[src/rtl/r22sdf_reorder.sv]
`default_nettype none
// +--------------------------------------------------------------------------+
// | r22sdf_reorder: turns the bit-reversed R2^2SDF output into natural order  |
// | through a ping-pong RAM, emitting an indexed stream with frame markers.   |
// | Revision: 1.0                                                            |
// +--------------------------------------------------------------------------+
module r22sdf_reorder #(
    parameter int data_resolution = 16,
    parameter int fft_length      = 64
) (
    input  logic                               sys_clk,
    input  logic                               sys_nrst,
    input  logic                               sys_en,
    input  logic                               din_vld,
    input  logic                               din_sop,
    input  logic [data_resolution-1:0]         din_r,
    input  logic [data_resolution-1:0]         din_i,
    output logic                               dout_vld,
    output logic                               dout_sop,
    output logic                               dout_eop,
    output logic [$clog2(fft_length)-1:0]      dout_idx,
    output logic [data_resolution-1:0]         dout_r,
    output logic [data_resolution-1:0]         dout_i,
    output logic                               err_sop
);

    localparam int                c_logn = $clog2(fft_length);
    localparam int                c_n    = fft_length;
    localparam logic [c_logn-1:0] c_last = c_logn'(c_n - 1);

    typedef enum logic [0:0] {
        RD_IDLE = 1'b0,
        RD_READ = 1'b1
    } rd_state_t;

    function automatic logic [c_logn-1:0] bitrev(input logic [c_logn-1:0] a);
        logic [c_logn-1:0] r;
        for (int b = 0; b < c_logn; b++) begin
            r[b] = a[c_logn-1-b];
        end
        return r;
    endfunction

    // Address MSB selects the bank; both banks share one array.
    logic [data_resolution-1:0] mem_r [2*c_n];
    logic [data_resolution-1:0] mem_i [2*c_n];

    logic [c_logn-1:0]          wr_cnt_q,   wr_cnt_d;
    logic                       wr_bank_q,  wr_bank_d;
    logic [1:0]                 full_q,     full_d;
    logic                       err_sop_q,  err_sop_d;
    rd_state_t                  rd_state_q, rd_state_d;
    logic [c_logn-1:0]          rd_cnt_q,   rd_cnt_d;
    logic                       rd_bank_q,  rd_bank_d;
    logic                       rvld_q,     rvld_d;
    logic [c_logn-1:0]          ridx_q,     ridx_d;
    logic [data_resolution-1:0] ram_r_q,    ram_r_d;
    logic [data_resolution-1:0] ram_i_q,    ram_i_d;
    logic                       dout_vld_q, dout_vld_d;
    logic                       dout_sop_q, dout_sop_d;
    logic                       dout_eop_q, dout_eop_d;
    logic [c_logn-1:0]          dout_idx_q, dout_idx_d;
    logic [data_resolution-1:0] dout_r_q,   dout_r_d;
    logic [data_resolution-1:0] dout_i_q,   dout_i_d;

    logic                       accept;
    logic                       frame_done;
    logic [c_logn-1:0]          wr_ptr;
    logic [c_logn:0]            wr_addr;
    logic                       rd_go;
    logic                       rd_last;
    logic [c_logn:0]            rd_addr;

    always_comb begin
        accept     = sys_en & din_vld;
        // A sop always restarts the frame at position 0, dropping any partial frame.
        wr_ptr     = (accept & din_sop) ? '0 : wr_cnt_q;
        wr_addr    = {wr_bank_q, bitrev(wr_ptr)};
        frame_done = accept & (wr_ptr == c_last);

        wr_cnt_d   = wr_cnt_q;
        if (frame_done) begin
            wr_cnt_d = '0;
        end else if (accept) begin
            wr_cnt_d = wr_ptr + 1'b1;
        end
        wr_bank_d  = wr_bank_q ^ frame_done;
        err_sop_d  = sys_en ? (accept & din_sop & (wr_cnt_q != '0)) : err_sop_q;

        // An idle reader starts on the same cycle it sees its bank full.
        rd_go      = sys_en & ((rd_state_q == RD_READ) | full_q[rd_bank_q]);
        rd_last    = rd_go & (rd_cnt_q == c_last);
        rd_addr    = {rd_bank_q, rd_cnt_q};

        full_d     = full_q;
        if (rd_last) begin
            full_d[rd_bank_q] = 1'b0;
        end
        if (frame_done) begin
            full_d[wr_bank_q] = 1'b1;
        end

        rd_cnt_d   = rd_cnt_q;
        rd_state_d = rd_state_q;
        if (rd_go) begin
            if (rd_last) begin
                rd_cnt_d   = '0;
                rd_state_d = full_q[rd_bank_q ^ 1'b1] ? RD_READ : RD_IDLE;
            end else begin
                rd_cnt_d   = rd_cnt_q + 1'b1;
                rd_state_d = RD_READ;
            end
        end
        rd_bank_d  = rd_bank_q ^ rd_last;

        rvld_d     = sys_en ? rd_go : rvld_q;
        ridx_d     = rd_go ? rd_cnt_q : ridx_q;
        ram_r_d    = rd_go ? mem_r[rd_addr] : ram_r_q;
        ram_i_d    = rd_go ? mem_i[rd_addr] : ram_i_q;

        dout_vld_d = dout_vld_q;
        dout_sop_d = dout_sop_q;
        dout_eop_d = dout_eop_q;
        dout_idx_d = dout_idx_q;
        dout_r_d   = dout_r_q;
        dout_i_d   = dout_i_q;
        if (sys_en) begin
            dout_vld_d = rvld_q;
            dout_sop_d = rvld_q & (ridx_q == '0);
            dout_eop_d = rvld_q & (ridx_q == c_last);
            dout_idx_d = ridx_q;
            dout_r_d   = ram_r_q;
            dout_i_d   = ram_i_q;
        end
    end

    always_ff @(posedge sys_clk) begin
        if (accept) begin
            mem_r[wr_addr] <= din_r;
            mem_i[wr_addr] <= din_i;
        end
    end

    always_ff @(posedge sys_clk or negedge sys_nrst) begin
        if (!sys_nrst) begin
            wr_cnt_q   <= '0;
            wr_bank_q  <= 1'b0;
            full_q     <= '0;
            err_sop_q  <= 1'b0;
            rd_state_q <= RD_IDLE;
            rd_cnt_q   <= '0;
            rd_bank_q  <= 1'b0;
            rvld_q     <= 1'b0;
            ridx_q     <= '0;
            ram_r_q    <= '0;
            ram_i_q    <= '0;
            dout_vld_q <= 1'b0;
            dout_sop_q <= 1'b0;
            dout_eop_q <= 1'b0;
            dout_idx_q <= '0;
            dout_r_q   <= '0;
            dout_i_q   <= '0;
        end else begin
            wr_cnt_q   <= wr_cnt_d;
            wr_bank_q  <= wr_bank_d;
            full_q     <= full_d;
            err_sop_q  <= err_sop_d;
            rd_state_q <= rd_state_d;
            rd_cnt_q   <= rd_cnt_d;
            rd_bank_q  <= rd_bank_d;
            rvld_q     <= rvld_d;
            ridx_q     <= ridx_d;
            ram_r_q    <= ram_r_d;
            ram_i_q    <= ram_i_d;
            dout_vld_q <= dout_vld_d;
            dout_sop_q <= dout_sop_d;
            dout_eop_q <= dout_eop_d;
            dout_idx_q <= dout_idx_d;
            dout_r_q   <= dout_r_d;
            dout_i_q   <= dout_i_d;
        end
    end

    assign dout_vld = dout_vld_q;
    assign dout_sop = dout_sop_q;
    assign dout_eop = dout_eop_q;
    assign dout_idx = dout_idx_q;
    assign dout_r   = dout_r_q;
    assign dout_i   = dout_i_q;
    assign err_sop  = err_sop_q;

endmodule
`default_nettype wire

[config.mk]
export PLATFORM = sky130hd
export DESIGN_NAME = r22sdf_reorder
export DESIGN_NICKNAME = d
export VERILOG_FILES = /design/src/rtl/r22sdf_reorder.sv
export SDC_FILE = /design/constraint.sdc
export NUM_CORES = 2
export LEC_CHECK = 0
export CORE_UTILIZATION = 46
export DETAILED_ROUTE_END_ITERATION = 8
export SLEW_MARGIN = 20
export SYNTH_ARGS = -nofsm -noshare
export SYNTH_HDL_FRONTEND = slang
export SYNTH_SLANG_ARGS = --single-unit
[constraint.sdc]
create_clock -name sys_clk -period 5.2 [get_ports sys_clk]
set_input_delay 0.52 -clock sys_clk [delete_from_list [all_inputs] [get_ports sys_clk]]
set_output_delay 0.52 -clock sys_clk [all_outputs]
set_load 0.005 [all_outputs]
# Word level (Yosys, flattened, before mapping)
# Memory sizes are Yosys's and may differ from the RTL's. A register that Yosys moved wholly into a read port is not among the register bits.
# Index checks and enable logic that the tools add are counted.
[totals] reg_bits=66 ramBits=4096 output_inout_bits=42 wordCells=67 n_memories=2
[memory_table] name="mem_i" depth=128 word_bits=16 rd=1 rd_clocked_by_memory_dff=1 write_ports=1 line_no="46" source="logic [data_resolution-1:0] mem_i [2*c_n];"
[memory_table] name="mem_r" depth=128 word_bits=16 rd=1 rd_clocked_by_memory_dff=1 write_ports=1 line_no="45" source="logic [data_resolution-1:0] mem_r [2*c_n];"
[classes] n_addsub=2 magnitude_cmp=5 eq_ne=3 muxes=18 bitwise_logic=15 n_reduce_logical=7
[op_table] op="$mux W6" count=4
[op_table] op="$eq A6 B6 Y1 const B" count=3
[op_table] op="$add A6 B1 Y6 const B" count=2
[op_table] op="$mux W1" count=10
[op_table] op="$and A1 B1 Y1" count=8
[op_table] op="$logic_not A6 Y1" count=1
[op_table] op="$lt A1 B2 Y1 const B" count=3
[op_table] op="$reduce_bool A6 Y1" count=1
[op_table] op="$mux W2" count=2
[op_table] op="$and A2 B2 Y2" count=1
[op_table] op="$demux W1 S1" count=2
[op_table] op="$ge A1 B1 Y1 const B" count=2
[op_table] op="$logic_and A1 B1 Y1" count=2
[op_table] op="$logic_not A1 Y1" count=2
[op_table] op="$not A2 Y2" count=1
[op_table] op="$or A2 B2 Y2" count=1
[op_table] op="$reduce_bool A2 Y1" count=1
[op_table] op="$xor A1 B1 Y1" count=2
[op_table] op="$not A1 Y1" count=1
[op_table] op="$or A1 B1 Y1" count=1

# Depth between registers and ports, before layout
[depth] depth_word=9 mapped_depth=12 depth_no_buf=6

# Least setup slack after synthesis
# Ideal clock, no wire load.
[synth_path] kind="input -> register" from="input din_sop" to="memory mem_i[108][0] (enable)" setup_time_ns=0.421 t_arrival_ns=2.715 t_required_ns=4.779 slack_ns=2.064 cell_stages=5 path_buffers=2 path_cell_list="clkbuf_1 > nor3b_1 > nand2_1 > clkbuf_1 > nor2_1"
[synth_between] elab_chain_len=2
[synth_lines] element="start, declared" line_no="15" source="input logic din_sop,"
[synth_lines] element="$and A1 B1 Y1" line_no="77" source="wr_ptr = (accept & din_sop) ? '0 : wr_cnt_q;"
[synth_lines] element="$mux W6" line_no="77"
[synth_lines] element="end, declared" line_no="46"
# Every way passes these cells.

==> results.sh <==
export IMPL_status="complete, no violations"
export IMPL_die_w_microns=594
export IMPL_dieArea_sq_mm=0.353
export IMPL_min_period_ns=4.47
export IMPL_ys_warn_count=0
export IMPL_skew_ns=0.0845
export IMPL_regArea_sq_mm=0.125
export IMPL_rsz0062_at_grt="no"
export IMPL_slew_violations=0
export IMPL_syn_to_final_growth_pct=14.5
export IMPL_max_freq_ghz=0.224
export IMPL_dr_pass1_iters=8
export IMPL_cts_repair_resized=0
export IMPL_clock_path_buffers=4
export IMPL_dp_hpwl_microns=300000
export IMPL_path_clk_slew_ns=0.06
export IMPL_via_per_inst=6.45
export IMPL_syn_num_nets=7508
export IMPL_synth_area_per_cell_sq_um=21.6
export IMPL_grt_ovfl_total=0
export IMPL_post_route_util=0.529
export IMPL_setup_tns_ns=0
export IMPL_grt_max_degree=129
export IMPL_routed_wl_microns=496000
export IMPL_whs_ns=0.0235
export IMPL_synthFlopType="edfxtp_1"
export IMPL_grt_pass1_wl_microns=679000
export IMPL_wl_per_cell_microns=38.1
export IMPL_hold_viol=0
export IMPL_irDropWorstVdd_mv=0.424
export IMPL_arrival_ns=5.39
export IMPL_num_vias=84000
export IMPL_critPathRequiredTime_ns=6.13
export IMPL_crit_type="reg2reg"
export IMPL_leakagePower_nw=57.9
export IMPL_wl_met1_microns=194000
export IMPL_power_density_mw_per_mm2=500
export IMPL_postSynth_asyncResetShare=0.0234
export IMPL_antenna_left=0
export IMPL_n_fill_cell=26700
export IMPL_finalSetupViolCount=0
export IMPL_min_period_over_period=0.859
export IMPL_final_nets=8066
export IMPL_syn_inst=7470
export IMPL_cts_sinks=4194
export IMPL_seq_area_frac_synth=0.778
export IMPL_wl_met3_microns=57200
export IMPL_cts_root_buffer="clkbuf_16"
export IMPL_drc_errors=0
export IMPL_start_util=0.462
export IMPL_cts_buffers=421
export IMPL_hp_class="in2reg"
export IMPL_first_iter_violations=12600
export IMPL_io_pins=79
export IMPL_synth_edf_count=4096
export IMPL_maxCapViolations=0
export IMPL_top_layer="met5"
export IMPL_cts_tree="yes"
export IMPL_tightest_slew_ns=1.22
export IMPL_relSlewSlack=0.187
export IMPL_synth_seq_cells=4194
export IMPL_htree_num_levels=5
export IMPL_routabilityCongestion=0.924
export IMPL_syn_area_sq_mm=0.161
export IMPL_critical_path_peak_fanout=42
export IMPL_met2_length_microns=223000
export IMPL_grt_antenna_before_repair=42
export IMPL_port_buffers=78
export IMPL_p_total_mw=92.4
export IMPL_endpoint_kind="register"
export IMPL_grt_pass1_vias=80800
export IMPL_track_usage=0.279
export IMPL_coreArea_sq_mm=0.349
export IMPL_multi_input_area_sq_mm=0.0343
export IMPL_clk_latency_ns=1.00
export IMPL_layout_drive_gt1_share=0.269
export IMPL_yosys_cell_types_count=75
export IMPL_rows=217
export IMPL_die_h_microns=594
export IMPL_critPathLaunchType="register"
## state kept, by name, indices dropped and copies added (netlist names), 2 cells and up
signal,count
mem_i,2048
mem_r,2048
dout_i,16
dout_r,16
ram_i_q,16
ram_r_q,16
dout_idx,6
rd_cnt_q,6
ridx_q,6
wr_cnt_q,6
full_q,2
## layout make-up
type	count	share of cell area
Antenna cell	25	0.000339
Inverter	13	0.000359
Clock inverter	268	0.0145
Multi-Input combinational cell	2834	0.186
Timing Repair Buffer	564	0.0283
Clock buffer	516	0.0603
Tap cell	4599	0.0312
Sequential cell	4194	0.680
## cells by family after synthesis
| logic type | synth area share |
|---|---|
| AOI/OAI and AO/OA | 0.0328 |
| xor gates and xnor gates | 0.000272 |
| adders and majority gates | 0.0000776 |
| buffers and inverters | 0.0164 |
| DFF | 0.778 |
| muxes | 0.153 |
| and+or+nand+nor | 0.0193 |
## power breakdown
group / switching, mW / leakage [nW] / internal (mW)
sequential: 0.907 / 38.0 / 37.6
combinational: 14.2 / 13.2 / 9.32
clock: 13.0 / 6.74 / 17.4
## metrics by stage
step / instances / instance area [sq um] / worst slack, ns
after CTS: 13000 / 185000 / 0.663
final: 13000 / 185000 / 0.733
after global routing: 13000 / 185000 / 0.707
after floorplan: 7470 / 161000 / 2.06
after global placement: 12200 / 171000 / 0.659
after detailed placement: 12200 / 171000 / 0.730
## path summary, 6_finish.rpt
path / from / endpoint / slack [ns] / depth (start not counted)
hold / removal: din_r[10] / mem_r[88][10] / 0.02 / 1
hold reg to reg: ram_r_q[4] / ram_r_q[4] / 0.48 / 2
max in group asynchronous: sys_nrst / rd_cnt_q[1] / 3.59 / 3
setup reg to reg: rd_cnt_q[2] / ram_i_q[6] / 0.73 / 8
setup / recovery: rd_cnt_q[2] / ram_i_q[6] / 0.73 / 8
min in group asynchronous: sys_nrst / dout_i[10] / 0.21 / 2
## cell usage after synthesis (16+ instances only)
library cell	number	area, sq um
mux2i_1	403	4030
edfxtp_1	4096	123000
buf_4	98	736
and3_1	16	100
mux2_2	80	901
buf_6	65	732
mux4_2	873	19700
nand2_1	244	916
nand4_1	19	119
a21oi_1	122	611
and2_1	22	138
o21ai_1	19	95.1
dfrtp_1	98	2450
a31oi_1	49	307
buf_1	23	86.3
a22oi_1	63	473
nand3_1	52	260
o22ai_1	152	951
a221oi_1	21	184
buf_2	98	490
nand2b_1	20	125
o21ai_0	71	355
nor2b_1	20	125
o211ai_1	19	143
clkbuf_1	144	541
nor2_1	208	781
a211oi_1	22	165
nor3_1	57	285
o221ai_1	111	972
## cell usage in the layout (no fill, tap or decap), drive strengths merged, types with 49 or more instances in the layout
cell type  instances
clkinv           190
o221ai           111
nand3             52
buf              512
a22oi             63
nand2            246
nor2             208
o21ai             90
nor3              57
edfxtp          4096
dfrtp             98
mux2              87
mux4             873
o22ai            152
a31oi             49
clkbuf           516
mux2i            403
a21oi            122
## routing by layer
metal | up-vias | track usage
met2 | 5186 | 0.413
met4 | 10 | 0.106
met1 | 45200 | 0.399
li1 | 32700 | -
met5 | - | 0
met3 | 882 | 0.0725
## critical path, stage by stage (launching register included)
cell      delay, ns
dfrtp_4        1.02
nand2b_4       0.66
buf_4          0.44
buf_4          0.19
o221ai_1       0.23
a21oi_1        0.11
nor3_1         0.84
o221ai_1       0.61
nand3_1        0.22
## what timing repair did
item / CTS / global route
hold buffers: 8 / 0
buffers inserted: 0 / 0
endpoints found under the hold margin: 117 / 0
(Power assumes the default switching activity.)
